**config.mk**
```make
export PLATFORM = sky130hd
export DESIGN_NAME = alu_arbiter
export DESIGN_NICKNAME = d
export VERILOG_FILES = /design/src/rtl/alu_arbiter.sv
export SDC_FILE = /design/constraint.sdc
export NUM_CORES = 1
export LEC_CHECK = 0
export CAP_MARGIN = 20
export CORE_MARGIN = 2
export CORE_UTILIZATION = 36
export DETAILED_ROUTE_END_ITERATION = 7
export HOLD_SLACK_MARGIN = 0.05
export PLACE_DENSITY = 0.78
export SYNTH_ARGS = -nofsm -noshare
export SYNTH_HDL_FRONTEND = slang
export SYNTH_SLANG_ARGS = --single-unit
```
**constraint.sdc**
```tcl
create_clock -name iClk -period 1.5 [get_ports iClk]
set_input_delay 0.15 -clock iClk [delete_from_list [all_inputs] [get_ports iClk]]
set_output_delay 0.15 -clock iClk [all_outputs]
set_load 0.01 [all_outputs]
```
**src/rtl/alu_arbiter.sv**
```systemverilog
// Round-robin arbiter that lets two requesters share one external ALU.
// Each request is accepted in IDLE, executes for one cycle and is held in RESP until the consumer takes it.
module alu_arbiter (
  input  logic        iClk,
  input  logic        iReset,
  input  logic [1:0]  iReqValid,
  input  logic [31:0] iReqA0,
  input  logic [31:0] iReqB0,
  input  logic [31:0] iReqA1,
  input  logic [31:0] iReqB1,
  input  logic [2:0]  iReqCtrl0,
  input  logic [2:0]  iReqCtrl1,
  output logic [1:0]  oReqReady,
  output logic [31:0] oAluA,
  output logic [31:0] oAluB,
  output logic [2:0]  oAluCtrl,
  input  logic [31:0] iAluRes,
  input  logic        iAluZero,
  output logic        oRespValid,
  output logic        oRespId,
  output logic [31:0] oRespRes,
  output logic        oRespZero,
  output logic        oRespErr,
  input  logic        iRespReady
);

  typedef enum logic [1:0] {
    IDLE = 2'd0,
    EXEC = 2'd1,
    RESP = 2'd2
  } state_t;

  state_t      state_r;
  state_t      state_next_s;
  logic        ptr_r;
  logic        grant_s;
  logic        accept_s;
  logic        legal_s;
  logic [31:0] sel_a_s;
  logic [31:0] sel_b_s;
  logic [2:0]  sel_ctrl_s;
  logic [31:0] a_r;
  logic [31:0] b_r;
  logic [2:0]  ctrl_r;
  logic        id_r;
  logic        resp_id_r;
  logic [31:0] resp_res_r;
  logic        resp_zero_r;
  logic        resp_err_r;

  function automatic logic is_legal(input logic [2:0] ctrl);
    logic ok;
    case (ctrl)
      3'b000, 3'b001, 3'b010, 3'b110, 3'b111: ok = 1'b1;
      default:                                ok = 1'b0;
    endcase
    return ok;
  endfunction

  // Grant selection and operand mux for the requester that would be accepted
  always_comb begin
    grant_s = 1'b0;
    case (iReqValid)
      2'b01:   grant_s = 1'b0;
      2'b10:   grant_s = 1'b1;
      2'b11:   grant_s = ptr_r;
      default: grant_s = 1'b0;
    endcase
    accept_s = (state_r == IDLE) && (iReqValid != 2'b00) && !iReset;
    if (grant_s) begin
      sel_a_s    = iReqA1;
      sel_b_s    = iReqB1;
      sel_ctrl_s = iReqCtrl1;
    end else begin
      sel_a_s    = iReqA0;
      sel_b_s    = iReqB0;
      sel_ctrl_s = iReqCtrl0;
    end
    legal_s = is_legal(sel_ctrl_s);
  end

  // Next-state logic; illegal ops bypass EXEC so the ALU never sees them
  always_comb begin
    state_next_s = state_r;
    case (state_r)
      IDLE: begin
        if (accept_s) begin
          if (legal_s) begin
            state_next_s = EXEC;
          end else begin
            state_next_s = RESP;
          end
        end else begin
          state_next_s = IDLE;
        end
      end
      EXEC: state_next_s = RESP;
      RESP: begin
        if (iRespReady) begin
          state_next_s = IDLE;
        end else begin
          state_next_s = RESP;
        end
      end
      default: state_next_s = IDLE;
    endcase
  end

  // State register
  always_ff @(posedge iClk) begin
    if (iReset) begin
      state_r <= IDLE;
    end else begin
      state_r <= state_next_s;
    end
  end

  // Request latch, round-robin pointer and response capture
  always_ff @(posedge iClk) begin
    if (iReset) begin
      ptr_r       <= 1'b0;
      a_r         <= 32'd0;
      b_r         <= 32'd0;
      ctrl_r      <= 3'b000;
      id_r        <= 1'b0;
      resp_id_r   <= 1'b0;
      resp_res_r  <= 32'd0;
      resp_zero_r <= 1'b0;
      resp_err_r  <= 1'b0;
    end else begin
      if (accept_s) begin
        a_r    <= sel_a_s;
        b_r    <= sel_b_s;
        ctrl_r <= sel_ctrl_s;
        id_r   <= grant_s;
        ptr_r  <= ~grant_s;
        if (!legal_s) begin
          resp_id_r   <= grant_s;
          resp_res_r  <= 32'd0;
          resp_zero_r <= 1'b0;
          resp_err_r  <= 1'b1;
        end
      end
      if (state_r == EXEC) begin
        resp_id_r   <= id_r;
        resp_res_r  <= iAluRes;
        resp_zero_r <= iAluZero;
        resp_err_r  <= 1'b0;
      end
    end
  end

  // Handshake and shared-ALU outputs
  always_comb begin
    oReqReady = 2'b00;
    if (accept_s) begin
      oReqReady = grant_s ? 2'b10 : 2'b01;
    end else begin
      oReqReady = 2'b00;
    end
    if ((state_r == EXEC) && !iReset) begin
      oAluA    = a_r;
      oAluB    = b_r;
      oAluCtrl = ctrl_r;
    end else begin
      oAluA    = 32'd0;
      oAluB    = 32'd0;
      oAluCtrl = 3'b000;
    end
  end

  assign oRespValid = (state_r == RESP);
  assign oRespId    = resp_id_r;
  assign oRespRes   = resp_res_r;
  assign oRespZero  = resp_zero_r;
  assign oRespErr   = resp_err_r;

endmodule

```
==> out/results.txt <==
Slowest-stage cell, CP: or3_4
TNS Setup: -36.43 ns
Largest net degree at the start of global routing: 65
Initial antenna violation count: 0
Critical Path AT: 1.64 ns
Pwr dens: 871 mW/mm^2
Clk buf depth: 2
Seq/Total Area, Yosys: 41.6%
Die X: 123 um
CP required: 1.35 ns
Skew final: 0.0115 ns
CP cell instances: or3_4 -> or2_2 -> a21oi_2 -> buf_2
Total grt overflow: 0
Tcrit/Tclk final: 119%
Crit end category: primary output
DRT antenna net count: 0
Hold path depth: 3
RR Endpoint: oRespRes[5]$_SDFFE_PP0P_
First-pass GRT wire length: 23900 um
Synth Warn #: 0
Nets: 966
Core area: 0.0139 sq mm
I/O pin count: 277
Finish-stage setup viols: 172
RSZ-0062 raised after global routing: yes
Most common cell after layout, fill and taps aside: clkdlybuf4s50_1
Clk sinks: 106
Max incr delay on CP: 0.37 ns
Synth Cell Area: 0.00510 sq mm
Mean post-synth cell area: 10.3 sq um
Normalized max-slew margin: 29.8%
CTS Root Cell: clkbuf_16
CTS tree: yes
Net Count, Synth: 667
Most frequent cells in the layout: clkdlybuf4s50_1 (204), dfxtp_1 (104), nor2_1 (69)
Hold Vio Cnt, Final: 0
Num CTS Buffers: 9
Max-Cap Viols: 0
Cell count after synthesis: 495
Leakage: 3.87 nW
Worst R2R Start: state_r[0]$_SDFF_PP0_
Hold endpoint: state_r[1]$_SDFF_PP0_
DR DRC count: 0
Startpoint Class: register
Setup slack at placement: -0.432 ns
Flop-to-flop setup slack: -0.28 ns
Outcome: complete, but fails checks
Worst Hold Class: input pin to register
Worst hold start: iReset
Clock slew at reported path FFs: 0.08 ns
Largest vdd supply drop: 592 uV
Final WL: 17200 um
Cells on worst reg2reg path: 7
GPL Wtd Cong: 0.742
Post-layout min period: 1.79 ns
I/O Buffers: 276
Full die area: 0.0151 sq mm
H-tree Lvls: 3
ANT cells: 0
Area Growth Syn to Fin: 78.4%
Site Rows: 43
Failing checks: negative setup slack
Vias in the first global route: 4852
Max Freq: 559 MHz
Yosys cell types: 31
Share of post-route cells with drive strength above 1: 33.0%
Slew Limit Fails: 0
Via count: 4916
Via-to-Cell Ratio: 5.02
Die H: 123 um
Worst Max-Slew Pin Slew: 1.05 ns
DR WL/cell: 17.6 um
Crit path kind: register to primary output
Initial DRC count: 191
Crit-path max FO: 3
Number of synthesized register bits: 106
Worst setup margin: -0.287 ns
Latest clock arrival within the worst-skew pair: 0.36 ns
Starting Density: 36.7%
Post-DP HPWL: 11500 um
Tot GR Track Use: 20.5%
First drt pass iteration count: 4
-- final cells by class --
class | count | area, sq um
fillers | 1069 | 4790
repair buffers | 334 | 3610
multi-input cells | 341 | 2820
flip-flops and latches | 106 | 2120
clock buffers | 9 | 225
well taps | 180 | 225
clock inverters | 7 | 81.3
inverters | 2 | 7.51
-- report_power, final --
part	switching, W	total (W)	internal (W)	leakage, nW
logic	0.000965	0.00230	0.00134	2.85
clock network	0.00120	0.00239	0.00119	0.150
registers	0.000139	0.00322	0.00309	0.872
-- logic make-up after synthesis --
family                 after synthesis  share of synthesized area [%]
multiplexers                        64                           12.6
AND/OR/NAND/NOR                    166                           16.7
flip-flops                         106                           41.6
AO/OA/AOI/OAI                      111                           23.2
buffers and inverters               48                           5.87
-- repair_timing --
item	in CTS	in global routing
resized for setup	309	102
hold buffers	0	0
pin swaps	3	34
cloned	6	9
setup buffers	8	4
endpoints found under the setup margin	172	175
-- state kept, by name, indices dropped and copies added (netlist names) --
signal and cells:
ptr_r 1, oRespId 1, b_r 32, id_r 1, ctrl_r 3, oRespErr 1, state_r 2, a_r 32
oRespZero 1, oRespRes 32
-- worst max path at each step --
stage	slack [ns]	depth (start not counted)	endpoint	from
CTS	-0.31	4	oReqReady[0]	state_r[1]$_SDFF_PP0_
floorplan	0.05	5	a_r[25]$_SDFFE_PP0P_	state_r[1]$_SDFF_PP0_
finish	-0.29	4	oReqReady[0]	state_r[0]$_SDFF_PP0_
global placement	-0.38	5	oReqReady[0]	iReqValid[0]
global route	-0.34	4	oReqReady[0]	state_r[0]$_SDFF_PP0_
detailed placement	-0.43	8	a_r[13]$_SDFFE_PP0P_	iReqValid[0]
-- metal layers --
layer	GRT usage, %	up-vias	share of wire, %
li1	-	2357	-
met1	21.3	2318	37
met2	38.5	203	52
met3	6.13	38	7.9
met4	7.67	0	2.6
met5	0	-	0
-- critical path: cells and delay by family (launching register included) --
family	cells	cell delay [ns]
AOI/OAI and AO/OA	1	0.11
buffers and inverters	1	0.15
DFF	1	0.33
and+or+nand+nor	2	0.68
-- synth_stat cells --
master,instances,area share (%)
o311ai_1,1,0.17
a31oi_1,1,0.12
a211oi_2,60,15
clkbuf_1,17,1.3
o2111ai_1,1,0.17
mux2i_1,64,13
dfxtp_1,106,42
nand2_4,1,0.22
nor2_1,70,5.2
a22o_1,33,5.7
nor2b_1,3,0.37
nor3_1,1,0.098
a21oi_1,4,0.39
nand3b_1,2,0.29
or3_4,1,0.22
inv_1,2,0.15
buf_4,11,1.6
or2_2,1,0.12
buf_1,1,0.074
o211ai_1,1,0.15
nand3_1,5,0.49
buf_6,9,2.0
a211oi_1,5,0.74
a311oi_1,3,0.52
buf_2,8,0.79
nand2b_1,6,0.74
and2_1,67,8.2
a31oi_4,1,0.42
nor2_4,1,0.22
nand2_1,8,0.59
o21ai_0,1,0.098
-- metrics by stage --
step	power (W)	hold WS (ns)	utilization, %	cell area [sq um]	cells
5_1_grt	0.00829	0.154	65.5	9090	979
4_1_cts	0.00780	0.141	61.0	8460	966
6_report	0.00792	0.153	65.5	9090	979
3_3_place_gp	0.00515	0.437	58.6	8130	936
3_5_place_dp	0.00523	0.440	58.6	8130	936
2_1_floorplan	0.00431	0.283	-	5100	495
Power figures use the tool's default switching activity.
